**src/rtl/keypad_entry_sequencer.sv**
```systemverilog
// keypad_entry_sequencer: shifts up to three BCD key digits as M:ST, validates on start, pulses the timer load, then locks out the keypad until the timer finishes
module keypad_entry_sequencer #(
  parameter int MAX_SEC_TENS = 5
) (
  input  logic       clk,
  input  logic       reset,
  input  logic       load,
  input  logic [3:0] digit,
  input  logic       start,
  input  logic       cancel,
  input  logic       timer_busy,
  output logic [3:0] sec_ones,
  output logic [3:0] sec_tens,
  output logic [3:0] minutes,
  output logic [1:0] count,
  output logic       load_timer,
  output logic       entry_error
);
  typedef enum logic [2:0] {IDLE, ENTRY, FULL, WAIT_BUSY, RUN} state_t;
  state_t state, state_n;
  logic load_q;
  logic [3:0] sec_ones_n, sec_tens_n, minutes_n;
  logic [1:0] count_n;
  logic load_timer_n, entry_error_n, key_ok;
  assign key_ok = load & ~load_q & (digit <= 4'd9);
  always_ff @(posedge clk) begin
    if (reset) begin
      state       <= IDLE;
      load_q      <= 1'b1;
      sec_ones    <= '0;
      sec_tens    <= '0;
      minutes     <= '0;
      count       <= '0;
      load_timer  <= 1'b0;
      entry_error <= 1'b0;
    end else begin
      state       <= state_n;
      load_q      <= load;
      sec_ones    <= sec_ones_n;
      sec_tens    <= sec_tens_n;
      minutes     <= minutes_n;
      count       <= count_n;
      load_timer  <= load_timer_n;
      entry_error <= entry_error_n;
    end
  end
  always_comb begin
    state_n       = state;
    sec_ones_n    = sec_ones;
    sec_tens_n    = sec_tens;
    minutes_n     = minutes;
    count_n       = count;
    load_timer_n  = 1'b0;
    entry_error_n = entry_error;
    case (state)
      IDLE, ENTRY, FULL: begin
        if (cancel) begin
          state_n       = IDLE;
          sec_ones_n    = '0;
          sec_tens_n    = '0;
          minutes_n     = '0;
          count_n       = '0;
          entry_error_n = 1'b0;
        end else if (start && state != IDLE) begin
          if (32'(sec_tens) > MAX_SEC_TENS) begin
            entry_error_n = 1'b1;
          end else begin
            load_timer_n  = 1'b1;
            entry_error_n = 1'b0;
            state_n       = WAIT_BUSY;
          end
        end else if (key_ok && state != FULL) begin
          minutes_n     = sec_tens;
          sec_tens_n    = sec_ones;
          sec_ones_n    = digit;
          count_n       = count + 2'd1;
          entry_error_n = 1'b0;
          state_n       = (count == 2'd2) ? FULL : ENTRY;
        end
      end
      WAIT_BUSY: state_n = timer_busy ? RUN : WAIT_BUSY;
      RUN: begin
        if (!timer_busy) begin
          state_n       = IDLE;
          sec_ones_n    = '0;
          sec_tens_n    = '0;
          minutes_n     = '0;
          count_n       = '0;
          entry_error_n = 1'b0;
        end
      end
      default: state_n = IDLE;
    endcase
  end
endmodule
```
**config.mk**
```make
export PLATFORM = sky130hd
export DESIGN_NAME = keypad_entry_sequencer
export DESIGN_NICKNAME = d
export VERILOG_FILES = /design/src/rtl/keypad_entry_sequencer.sv
export SDC_FILE = /design/constraint.sdc
export NUM_CORES = 1
export LEC_CHECK = 0
export BUFFER_PORTS_ARGS = -buffer_cell sky130_fd_sc_hd__clkbuf_2
export CAP_MARGIN = 30
export CORE_MARGIN = 2
export CORE_UTILIZATION = 38
export CTS_CLUSTER_SIZE = 30
export DETAILED_ROUTE_END_ITERATION = 8
export HOLD_SLACK_MARGIN = 0.06
export PLACE_DENSITY = 0.69
export REMOVE_ABC_BUFFERS = 1
export SLEW_MARGIN = 30
export SYNTH_ARGS = -nofsm -noshare
export SYNTH_HDL_FRONTEND = slang
export SYNTH_SLANG_ARGS = --single-unit
```
**constraint.sdc**
```tcl
create_clock -name clk -period 1.8 [get_ports clk]
set_input_delay 0.18 -clock clk [delete_from_list [all_inputs] [get_ports clk]]
set_output_delay 0.18 -clock clk [all_outputs]
set_load 0.005 [all_outputs]
```
* Word level (Yosys, flattened, before mapping)
Index checks and enable logic that the tools add are counted.
** Storage, ports and cells
- Word-level logic and storage cells :: 70
- Bits in registers :: 20
- Output and inout bits :: 16
** Cells by class
- Add/sub/neg operators :: 1
- Equal/unequal tests :: 11
- Magnitude comparators :: 2
- Reduce and logical (&&, ||, !) cells :: 10
- Bitwise logic cells :: 5
- Muxes and demuxes :: 33
** Operator list (count)
- $mux 4 :: 10
- $pmux 4 s2 :: 3
- $mux 3 :: 6
- $mux 2 :: 5
- $pmux 3 s3 :: 1
- $ne 4x4->1 const B :: 2
- $eq 3x2->1 const B :: 2
- $mux 1 :: 6
- $ne 3x3->1 const B :: 2
- $reduce_and 3->1 :: 2
- $gt 4x3->1 const B :: 1
- $le 4x4->1 const B :: 1
- $pmux 2 s2 :: 1
- $reduce_and 4->1 :: 1
- $reduce_or 4->1 :: 1
- $eq 3x1->1 const B :: 1
- $eq 3x3->1 const B :: 1
- $logic_not 3->1 :: 1
- $ne 3x2->1 const B :: 1
- $not 1->1 :: 3
- $reduce_bool 3->1 :: 1
- $reduce_or 3->1 :: 1
- $add 2x1->2 const B :: 1
- $and 1x1->1 :: 2
- other kinds (5) :: 6

* Logic depth before layout (Yosys ltp)
- Word-level depth :: 8
- Mapped depth :: 7
- Gate-level depth less buffers :: 5

* Worst setup path after synthesis
Ideal clock, no wire load.
- Kind :: register to register
- Start :: register state[1]
- End :: register state[0]
- Period minus slack after synthesis :: 1.442 ns
- Arrival :: 1.370 ns
- Setup time :: 0.072 ns
- Required time :: 1.728 ns
- Setup slack :: 0.358 ns
- Stages on the path, launching flop included :: 6
- Cell sequence :: dfxtp_1 -> buf_6 -> nor3b_4 -> a211oi_1 -> a311oi_2 -> mux2i_1
** On the way
- Cells in the longest elaborated chain, start to end :: 5
- Elaborated cells between the ends (all ways) :: 17
- Classes of those cells :: eq/ne (8); mux (3); reduce/logical (6)
** RTL lines
- start: declaration :: RTL line 20 : state_t state, state_n;
- start signal: assignment :: RTL line 37 : state <= state_n;
- parallel branches: the longest is 5 deep, another holds $ne 4x4->1
Parallel ways; which one is timed is not known.
A chain may end at the register's enable or synchronous reset.

* Worst setup path after layout
- Start :: register state[1]
- End :: register count[0]
** On the way
- Cells in the longest elaborated chain, start to end :: 4
- Elaborated cells between the ends (all ways) :: 15
- Classes of those cells :: eq/ne (7); mux (1); reduce/logical (7)
** RTL lines
- $eq 3x1->1, or another cell as far along :: RTL line 55 : case (state)
- $reduce_or 3->1, or another cell as far along :: RTL line 55
- $ne 3x3->1 (no line) / $reduce_bool 2->1 (equally long branches)
- $reduce_and 4->1 (no line)
- end signal: assignment :: RTL line 42 : count <= count_n;
- end: declaration :: RTL line 15 : output logic [1:0] count,
Parallel ways exist; a longest one is shown, timed or not.

==> reports/qor.txt <==
Outcome - complete, no violations
CP arrival - 1.84 ns
First-pass detailed-route iteration total - 4
Slew @ Worst Pin - 0.454 ns
Worst setup path end - count[0]
Detailed router's first-iteration violation count - 16
CP required - 2.02 ns
FF+latch count, synth - 20
Setup CP Type - reg -> reg
Clk root buf - clkbuf_4
Worst reg2reg path depth - 4
Slew headroom - 69.7%
FMAX - 0.619 GHz
Die area - 0.00307 mm²
Horiz. Die Dim - 55.4 µm
IO Count - 26
Initial antenna violation count - 0
First-pass GRT wire length - 3330 µm
Final Hold Violating Endpoints - 0
Cell Pwr Density - 648 mW/mm²
Layout Nets - 136
Sequential-to-total area share from yosys stat - 39.9%
Min-delay worst type - in -> reg
Routed wire length - 2020 µm
Synth Warn # - 0
CP max stage delay - 0.46 ns
Post-DR vias/cell - 5.44
Post-DP HPWL - 1470 µm
# fillers - 254
R2R Path End - count[0]
Core region area - 0.00250 mm²
Synth Cell Area - 0.00100 mm²
Synth top area cells - dfxtp_1 40%, nand2b_1 10%, o2bb2ai_1 7.0%, buf_6 4.5%, o32ai_1 4.4%
Worst-Skew Late Latency - 0.29 ns
Buffers on Ports - 25
Final clock period utilization by the worst path - 89.7%
Initial Util - 40.2%
Max Cap Violations - 0
Combinational Power Share - 11.4%
Hold Startpoint - digit[0]
Max FO, Critical Path - 13
RePlAce Congestion - 0.749
Worst setup EP type - flip-flop
GRT overflow - 0
Worst Path Buf+Inv - 0
Critical Path Source - state[1]
CP startpoint kind - flip-flop
Reg power frac - 61.3%
Post-Synthesis Cells - 100
CP max stage cell - dfxtp_1
Leakage Power - 0.437 nW
Clock share of power - 27.3%
Area growth syn-to-layout - 14.8%
Vias in the first global route - 743
Setup_tns - 0 ns
Net Sw Frac - 24.4%
Final Power - 0.747 mW
Max-slew violations - 0
Area fraction of the dominant cell type after synthesis - 39.9%
Total CTS buffers - 3
Largest net degree at the start of global routing - 24
Setup violators final - 0
Unique cell type count in the Yosys netlist - 34
Maximum VDD drop - 0.000290 V
H-tree levels - 1
Worst-case clock buffer depth - 2
Cell family with most CP delay - simple AND/OR/NAND/NOR gates
Mean post-synth cell area - 10.0 µm²
Worst R2R Setup Slack - 0.18 ns
Gr usage total - 13.2%
Drt drc - 0
Area leader, netlist - dfxtp_1
Sink Count - 20
Worst Skew - 0.00520 ns
DRT antenna net count - 0
RSZ-0062 raised after global routing - false
Internal - 0.564 mW
Crit path cell chain - o31ai_2, nand3_4, or3_1, a21oi_1
FF-to-FF Start - state[1]
Via Count - 833
Psw - 0.182 mW
Site Rows - 18
Postcts setup bufs - 0
N_diodes - 0
Final Critical Period - 1.62 ns
CP Depth - 4
Clk slew on worst S/H paths - 0.11 ns
TritonCTS clock tree - built
Drt wl/cell - 13.2 µm
Chip height - 55.4 µm
Share of layout cells above drive strength 1 - 30.9%
-- cell usage after synthesis (all sizes together) --
| master | number |
|---|---|
| a21oi | 5 |
| a211o | 1 |
| a211oi | 2 |
| nor2 | 5 |
| or2 | 2 |
| o2bb2ai | 8 |
| nand3b | 1 |
| a31oi | 2 |
| a311oi | 1 |
| mux2i | 2 |
| ha | 1 |
| or3 | 1 |
| and2 | 1 |
| o31ai | 1 |
| nand2b | 16 |
| inv | 3 |
| clkbuf | 2 |
| nor3b | 2 |
| nand3 | 1 |
| or4bb | 1 |
| nand4bb | 1 |
| o21bai | 2 |
| buf | 5 |
| nor3 | 2 |
| nand2 | 1 |
| o21ai | 3 |
| maj3 | 1 |
| dfxtp | 20 |
| nor4b | 2 |
| o32ai | 5 |
-- kinds of logic after synthesis --
family / Yosys count / share of synthesized area (%)
compound gates: 30 / 23.2
fa+ha+maj: 2 / 2.24
buf+inv: 10 / 6.85
flops: 20 / 39.9
mux: 2 / 1.99
simple gates: 36 / 25.9
-- power groups by stage --
stage	Combinational [mW]	Clock, mW	Sequential, mW
5_1_grt	0.0930	0.235	0.459
3_5_place_dp	0.0843	0	0.468
3_3_place_gp	0.0825	0	0.467
2_1_floorplan	0.0495	0	0.466
4_1_cts	0.0846	0.217	0.458
6_report	0.0850	0.204	0.458
-- worst min path at each step --
stage                        endpoint  slack (ns)  depth (start not counted)
final                     sec_ones[0]        0.09                          2
after global routing      sec_ones[0]        0.08                          2
after CTS                 sec_ones[0]        0.08                          2
after detailed placement  sec_ones[0]        0.39                          2
after global placement    sec_ones[0]        0.38                          2
after floorplan              count[0]        0.25                          1
-- worst register-to-register path: cells and delay by family (launching register included) --
family	cells	cell delay (ns)
compound gates	2	0.55
flops	1	0.46
simple gates	2	0.55
-- flip-flops by register name, indices dropped and copies added (netlist names) --
register and flops:
count 2, entry_error 1, load_q 1, load_timer 1, minutes 4, sec_ones 4, sec_tens 4, state 3
-- per-layer routing --
layer / GRT usage (%) / part of all wire [%] / vias up
met5: 0 / 0 / -
met2: 19.4 / 44 / 23
li1: - / - / 416
met3: 2.81 / 5.1 / 4
met4: 5.57 / 2.1 / 0
met1: 18.4 / 48 / 390
-- area by class of cell --
type	instances	area (µm²)	share of cell area, %
Multi-Input combinational cell	70	542	47.0
Sequential cell	20	400	34.7
Timing Repair Buffer	27	140	12.1
Clock buffer	3	22.5	1.95
Inverter	3	11.3	0.976
Tap cell	30	37.5	3.25
-- what timing repair did --
action / 4_1_cts / 5_1_grt
hold buffers: 0 / 0
endpoints found under the setup margin: 0 / 5
resized for setup: 0 / 1
-- cells in the final DEF, fill, tap and decap left out, types with 3 or more instances in the layout --
cell type / netlist / routed
clkbuf_4: 0 / 3
clkbuf_2: 0 / 25
nand2b_1: 16 / 16
dfxtp_1: 20 / 20
inv_1: 3 / 3
o2bb2ai_1: 8 / 8
nor2_1: 5 / 5
o32ai_1: 5 / 5
a21oi_1: 5 / 5
-- stage by stage --
stage | instances | hold slack (ns) | util (%) | worst slack [ns] | area (µm²)
final | 153 | 0.0871 | 46.1 | 0.185 | 1150
after global routing | 153 | 0.0797 | 46.1 | 0.0402 | 1150
after CTS | 153 | 0.0791 | 45.9 | 0.105 | 1150
after detailed placement | 150 | 0.395 | 45.0 | 0.143 | 1120
after global placement | 150 | 0.385 | 45.0 | 0.211 | 1120
after floorplan | 93 | 0.249 | - | 0.0985 | 947
Note: power is estimated with default switching activity, not from simulation.
